===== src/rtl/lift_pkg.sv =====
// Shared types and constants for the lift cabin-motion controller.
//   Direction encodings from the direction arbiter, FSM state enum,
//   lowest floor number, and a helper that sizes the step timer.
package lift_pkg;

    typedef enum logic [1:0] {
        DIR_STOP   = 2'b00,
        DIR_DOWN   = 2'b01,
        DIR_UP     = 2'b10,
        DIR_UPDOWN = 2'b11
    } lift_dir_e;

    typedef enum logic [2:0] {
        ST_IDLE  = 3'd0,
        ST_MOVE  = 3'd1,
        ST_HOLD  = 3'd2,
        ST_ESTOP = 3'd3,
        ST_FAULT = 3'd4
    } lift_state_e;

    localparam int unsigned FLOOR_FIRST = 1;

    // clog2 of the longer interval, never narrower than one bit.
    function automatic int unsigned tmr_width(input int unsigned a, input int unsigned b);
        int unsigned m;
        int unsigned w;
        m = (a > b) ? a : b;
        w = $clog2(m);
        return (w < 1) ? 1 : w;
    endfunction

endpackage


===== src/rtl/lift_timer.sv =====
// Loadable down-counter for move/hold intervals.
//   clk, reset : clock, asynchronous active-high reset
//   en_i       : decrement enable (stops at zero)
//   load_i     : load value_i, overrides en_i
//   value_i    : value to load
//   zero_o     : registered, high while the count is zero
module lift_timer #(
    parameter int unsigned WIDTH = 4
) (
    input  logic             clk,
    input  logic             reset,
    input  logic             en_i,
    input  logic             load_i,
    input  logic [WIDTH-1:0] value_i,
    output logic             zero_o
);

    logic [WIDTH-1:0] count_q;
    logic [WIDTH-1:0] count_d;
    logic             zero_q;

    // Next count: load wins, otherwise saturating decrement.
    always_comb begin
        count_d = count_q;
        if (load_i) begin
            count_d = value_i;
        end else if (en_i && (count_q != '0)) begin
            count_d = count_q - WIDTH'(1);
        end
    end

    always_ff @(posedge clk or posedge reset) begin
        if (reset) begin
            count_q <= '0;
            zero_q  <= 1'b1;
        end else begin
            count_q <= count_d;
            zero_q  <= (count_d == '0);
        end
    end

    assign zero_o = zero_q;

endmodule


===== src/rtl/lift_motion_ctrl.sv =====
// Cabin-motion controller: steps the cabin one floor per command, then
// holds/settles; emergency stop and sticky fault on illegal commands.
//   clk, reset        : clock, asynchronous active-high reset
//   enable            : advances FSM and timer; freezes both when low
//   doorOpen          : door not fully closed
//   estop             : emergency stop, level-sensitive
//   currentFloor      : settled cabin floor (1..NUM_FLOORS)
//   currentDirection  : STOP/DOWN/UP/UPDOWN from the direction arbiter
//   nextFloor         : step destination; follows currentFloor when idle
//   move              : cabin in motion
//   arrived           : one-cycle strobe at the end of a move
//   fault             : sticky illegal-command flag, cleared by reset only
module lift_motion_ctrl
    import lift_pkg::*;
#(
    parameter int unsigned NUM_FLOORS   = 7,
    parameter int unsigned FLOOR_W      = 3,
    parameter int unsigned CLK_PER_MOVE = 10,
    parameter int unsigned CLK_PER_HOLD = 10
) (
    input  logic               clk,
    input  logic               reset,
    input  logic               enable,
    input  logic               doorOpen,
    input  logic               estop,
    input  logic [FLOOR_W-1:0] currentFloor,
    input  logic [1:0]         currentDirection,
    output logic [FLOOR_W-1:0] nextFloor,
    output logic               move,
    output logic               arrived,
    output logic               fault
);

    localparam int unsigned        TMR_W     = tmr_width(CLK_PER_MOVE, CLK_PER_HOLD);
    localparam logic [TMR_W-1:0]   MOVE_LOAD = TMR_W'(CLK_PER_MOVE - 1);
    localparam logic [TMR_W-1:0]   HOLD_LOAD = TMR_W'(CLK_PER_HOLD - 1);
    localparam logic [FLOOR_W-1:0] BOT_FLOOR = FLOOR_W'(FLOOR_FIRST);
    localparam logic [FLOOR_W-1:0] TOP_FLOOR = FLOOR_W'(NUM_FLOORS);

    lift_state_e        state_q, state_d;
    logic [FLOOR_W-1:0] next_floor_q, next_floor_d;
    logic               move_q, move_d;
    logic               arrived_q, arrived_d;
    logic               fault_q, fault_d;

    logic               tmr_load;
    logic [TMR_W-1:0]   tmr_value;
    logic               tmr_zero;

    lift_dir_e          dir;
    logic               floor_ok;
    logic               can_up;
    logic               can_down;
    logic               abort;

    assign dir      = lift_dir_e'(currentDirection);
    assign floor_ok = (currentFloor >= BOT_FLOOR) && (currentFloor <= TOP_FLOOR);
    assign can_up   = floor_ok && (currentFloor < TOP_FLOOR);
    assign can_down = floor_ok && (currentFloor > BOT_FLOOR);
    // Emergency stop preempts everything except FAULT and an existing ESTOP.
    assign abort    = estop && (state_q inside {ST_IDLE, ST_MOVE, ST_HOLD});

    lift_timer #(
        .WIDTH (TMR_W)
    ) u_timer (
        .clk     (clk),
        .reset   (reset),
        .en_i    (enable),
        .load_i  (tmr_load),
        .value_i (tmr_value),
        .zero_o  (tmr_zero)
    );

    // State and output registers.
    always_ff @(posedge clk or posedge reset) begin
        if (reset) begin
            state_q      <= ST_IDLE;
            next_floor_q <= BOT_FLOOR;
            move_q       <= 1'b0;
            arrived_q    <= 1'b0;
            fault_q      <= 1'b0;
        end else begin
            state_q      <= state_d;
            next_floor_q <= next_floor_d;
            move_q       <= move_d;
            arrived_q    <= arrived_d;
            fault_q      <= fault_d;
        end
    end

    // Next-state logic.
    always_comb begin
        state_d = state_q;
        if (abort) begin
            state_d = ST_ESTOP;
        end else if (enable) begin
            case (state_q)
                ST_IDLE: begin
                    if (doorOpen) begin
                        state_d = ST_HOLD;
                    end else begin
                        case (dir)
                            DIR_STOP: state_d = ST_IDLE;
                            DIR_UP:   state_d = can_up   ? ST_MOVE : ST_FAULT;
                            DIR_DOWN: state_d = can_down ? ST_MOVE : ST_FAULT;
                            default:  state_d = ST_FAULT;
                        endcase
                    end
                end
                ST_MOVE:  if (tmr_zero) state_d = ST_HOLD;
                ST_HOLD:  if (tmr_zero && !doorOpen) state_d = ST_IDLE;
                ST_ESTOP: if (!estop) state_d = ST_HOLD;
                ST_FAULT: state_d = ST_FAULT;
                default:  state_d = ST_IDLE;
            endcase
        end
    end

    // Output and timer-control logic.
    always_comb begin
        // Destination is latched only while moving; otherwise track the cabin.
        next_floor_d = move_q ? next_floor_q : currentFloor;
        move_d       = move_q;
        arrived_d    = 1'b0;
        fault_d      = fault_q;
        tmr_load     = 1'b0;
        tmr_value    = '0;
        if (abort) begin
            move_d       = 1'b0;
            next_floor_d = currentFloor;
            tmr_load     = 1'b1;
        end else if (enable) begin
            case (state_q)
                ST_IDLE: begin
                    if (state_d == ST_MOVE) begin
                        move_d       = 1'b1;
                        tmr_load     = 1'b1;
                        tmr_value    = MOVE_LOAD;
                        next_floor_d = (dir == DIR_UP) ? currentFloor + FLOOR_W'(1)
                                                       : currentFloor - FLOOR_W'(1);
                    end else if (state_d == ST_HOLD) begin
                        tmr_load  = 1'b1;
                        tmr_value = HOLD_LOAD;
                    end else if (state_d == ST_FAULT) begin
                        fault_d = 1'b1;
                    end
                end
                ST_MOVE: begin
                    if (state_d == ST_HOLD) begin
                        move_d    = 1'b0;
                        arrived_d = 1'b1;
                        tmr_load  = 1'b1;
                        tmr_value = HOLD_LOAD;
                    end
                end
                ST_HOLD: begin
                    // Door still open at expiry: settle for another interval.
                    if (tmr_zero && doorOpen) begin
                        tmr_load  = 1'b1;
                        tmr_value = HOLD_LOAD;
                    end
                end
                ST_ESTOP: begin
                    if (state_d == ST_HOLD) begin
                        tmr_load  = 1'b1;
                        tmr_value = HOLD_LOAD;
                    end
                end
                ST_FAULT: begin
                    fault_d      = 1'b1;
                    move_d       = 1'b0;
                    next_floor_d = currentFloor;
                end
                default: ;
            endcase
        end
    end

    assign nextFloor = next_floor_q;
    assign move      = move_q;
    assign arrived   = arrived_q;
    assign fault     = fault_q;

endmodule


===== config.mk =====
export PLATFORM = sky130hd
export DESIGN_NAME = lift_motion_ctrl
export DESIGN_NICKNAME = d
export VERILOG_FILES = /design/src/rtl/lift_pkg.sv /design/src/rtl/lift_timer.sv /design/src/rtl/lift_motion_ctrl.sv
export SDC_FILE = /design/constraint.sdc
export NUM_CORES = 1
export LEC_CHECK = 0
export CAP_MARGIN = 25
export CORE_MARGIN = 10
export CORE_UTILIZATION = 40
export CTS_CLUSTER_SIZE = 40
export DETAILED_ROUTE_END_ITERATION = 7
export PLACE_DENSITY_LB_ADDON = 0.12
export SKIP_CTS_REPAIR_TIMING = 1
export SYNTH_ARGS = -nofsm -noshare
export SYNTH_HDL_FRONTEND = slang
export SYNTH_SLANG_ARGS = --single-unit

===== constraint.sdc =====
create_clock -name clk -period 2.5 [get_ports clk]
set_clock_uncertainty 0.15 [all_clocks]
set_input_delay 0.5 -clock clk [delete_from_list [all_inputs] [get_ports clk]]
set_output_delay 0.5 -clock clk [all_outputs]
set_load 0.01 [all_outputs]

==> key figures <==
Drt
  • Via count: 1207
  • Vias/cell: 5.54
  • Routed WL per cell: 15.2 um
  • Final wirelength: 3310 um
  • Initial drt markers: 72
  • Routed Antenna Nets: 0
  • DRC Markers: 0
  • Drt pass-1 iters: 4

Placement
  • Placed insts: 213
  • Dpl cell area: 1560 sq um
  • Placer congestion estimate: 0.861
  • Port Buffers: 15
  • Dpl hpwl: 2570 um
  • Pre-CTS WS: -0.677 ns

Setup path
  • R2R cell count: 7
  • CP startpoint kind: input pin
  • R2r setup slk: 0.25 ns
  • Arr. time, crit path: 2.50 ns
  • Crit Path Class: input pin to flip-flop
  • CP Cell Sequence: clkdlybuf4s50_1 -> mux2_4 -> a222oi_1 -> buf_4 -> buf_4 -> and2b_1 -> o41ai_1 -> a22o_1
  • CP Max Fanout: 3
  • Worst R2R Start: state_q[1]$_DFF_PP0_
  • CP Capture Type: flip-flop
  • WP data required: 2.57 ns
  • Critical-path top delay cell: clkdlybuf4s50_1
  • Critical path's largest stage delay: 0.42 ns
  • Cell mode on critical path: buf_4
  • FF-to-FF End: move$_DFFE_PP0P_

Pwr
  • Leakage power: 0.720 nW
  • Cell internal pwr: 0.739 mW
  • Peak VDD IR: 766 uV
  • Clock Power Share: 0.133
  • Seq pwr share: 0.324
  • Comb pwr share: 0.543
  • Post-layout power: 1.23 mW
  • Switch share: 0.401
  • PD cells: 752 nW/um^2
  • NetSw: 0.494 mW

Global routing
  • Initial antenna violation count: 0
  • Total gr overflow: 0
  • Largest net degree at the start of global routing: 15
  • Vias in the first global route: 1193
  • Gr usage total: 0.123
  • First-pass GRT wire length: 5470 um

Clock network
  • Clk buf depth: 2
  • Root Buffer: clkbuf_4
  • Clock Latency Late Sink: 0.28 ns
  • Clock Sinks: 14
  • Reg clk slew, reported paths: 0.08 ns
  • Total CTS buffers: 3
  • CTS tree: built
  • H-Tree Depth: 1

Final layout
  • Highest-count cells in the layout ignoring fill and taps: buf_4 (32), nand2_1 (15), dfrtp_1 (12), clkdlybuf4s50_1 (12), a21oi_1 (11)
  • Ant. Diodes: 0
  • Multi-input logic area: 779 sq um
  • Reg area: 353 sq um
  • Most common cell after layout, fill and taps aside: buf_4
  • Layout Nets: 203
  • Share of cells above drive strength 1: 0.246
  • Post-Layout Cell Count: 218
  • Area Overhead vs Synth: 41.3%
  • Fillers: 261
  • Final core occ: 0.594
  • Fin area: 1640 sq um

Synthesis
  • Synthesized area: 1160 sq um
  • Register bit total from synthesis: 14
  • Syn Area/Cell: 8.23 sq um
  • EDFF count, synth: 0
  • Synth unique cells: 47
  • Mapped Nets: 156
  • Syn Inst Count: 141
  • FFs w/ async S/R, synth: 1.00
  • Sequential area share after synthesis: 0.304
  • Synth warn: 0
  • Main synth FF type: dfrtp_1

Floorplan
  • Die width: 73.9 um
  • Row count: 19
  • Initial Util: 0.421
  • Core footprint: 2760 sq um
  • Die area: 5450 sq um
  • DIE HEIGHT: 73.9 um
  • I/O pin cnt: 16

Timing
  • Final setup viols: 0
  • TNS Setup: 0 ns
  • Tightest Pin Transition: 0.534 ns
  • Hold slack: 0.328 ns
  • Final Cycle Share: 0.975
  • Worst slew margin: 0.643
  • Number of failing hold endpoints at the final stage: 0
  • Max Clk Rate: 0.410 GHz
  • RSZ-0062 raised after global routing: no
  • Slew Limit Fails: 0
  • Final worst setup slack: 0.0620 ns
  • Crit path time final: 2.44 ns

Worst hold path
  • WHS Path Cells: 1
  • WHS Endpoint: fault$_DFFE_PP0P_
  • Hold Path Origin: fault$_DFFE_PP0P_
  • Hold crit path type: flip-flop to flip-flop

Run
  • # Max-Cap Violations: 0

Outcome
  • Status: finished, final reports clean
[worst max path at each step]
stage / slack (ns) / endpoint / cells after the start / startpoint
finish: 0.06 / move$_DFFE_PP0P_ / 8 / doorOpen
global route: 0.008 / u_timer.count_q[1]$_DFF_PP0_ / 9 / enable
CTS: -0.38 / nextFloor[0]$_DFF_PP1_ / 10 / currentFloor[0]
detailed placement: -0.68 / nextFloor[0]$_DFF_PP1_ / 10 / currentFloor[0]
global placement: -0.58 / nextFloor[2]$_DFF_PP0_ / 9 / currentFloor[0]
floorplan: 0.004 / nextFloor[2]$_DFF_PP0_ / 8 / currentFloor[0]
[routing by layer]
layer | wire length [um] | global-route usage | share of wire
met1 | 1480 | 0.150 | 0.45
met2 | 1610 | 0.201 | 0.49
met3 | 180 | 0.0444 | 0.054
met4 | 29 | 0.0269 | 0.0088
met5 | 0 | 0 | 0
[power groups by stage]
stage	registers [mW]	logic (mW)	clock network (mW)
global route	0.414	0.743	0.184
detailed placement	0.402	0.640	0
global placement	0.396	0.622	0
finish	0.400	0.670	0.164
CTS	0.400	0.643	0.170
floorplan	0.374	0.402	0
[cell type report]
type,count,share of cell area
repair buffers,47,0.243
flip-flops and latches,14,0.215
well taps,31,0.0237
clock buffers,4,0.0221
inverters,9,0.0206
multi-input cells,113,0.476
[worst max-delay path: cells and delay by family]
kind                   cells  cell delay, ns
buffers and inverters      3            0.71
AO/OA/AOI/OAI              3            0.83
AND/OR/NAND/NOR            1            0.18
multiplexers               1            0.28
[synthesized netlist by cell type, types with 4 or more instances]
cell	number	share of area
a21oi_1	11	0.047
nor2b_1	8	0.043
dfrtp_1	12	0.26
inv_1	9	0.029
o21ai_0	6	0.026
ha_1	5	0.054
nand2_1	16	0.052
nor2_1	6	0.019
nor3_1	4	0.017
nand2b_1	6	0.032
[kinds of logic (layout without fill, tap and decap cells)]
family	count (synthesis)	after routing	synth area share
AO/OA/AOI/OAI	43	43	0.258
XOR/XNOR	4	4	0.0302
adder cells (fa/ha/maj)	5	5	0.0539
buffers and inverters	14	60	0.0529
flip-flops	14	14	0.304
multiplexers	2	2	0.0226
AND/OR/NAND/NOR	59	59	0.278
[state kept, by name (all words and copies together) (netlist names)]
signal / cells
state_q: 3
u_timer.count_q: 4
move: 1
u_timer.zero_o: 1
nextFloor: 3
fault: 1
arrived: 1
Note: power is estimated with default switching activity, not from simulation.
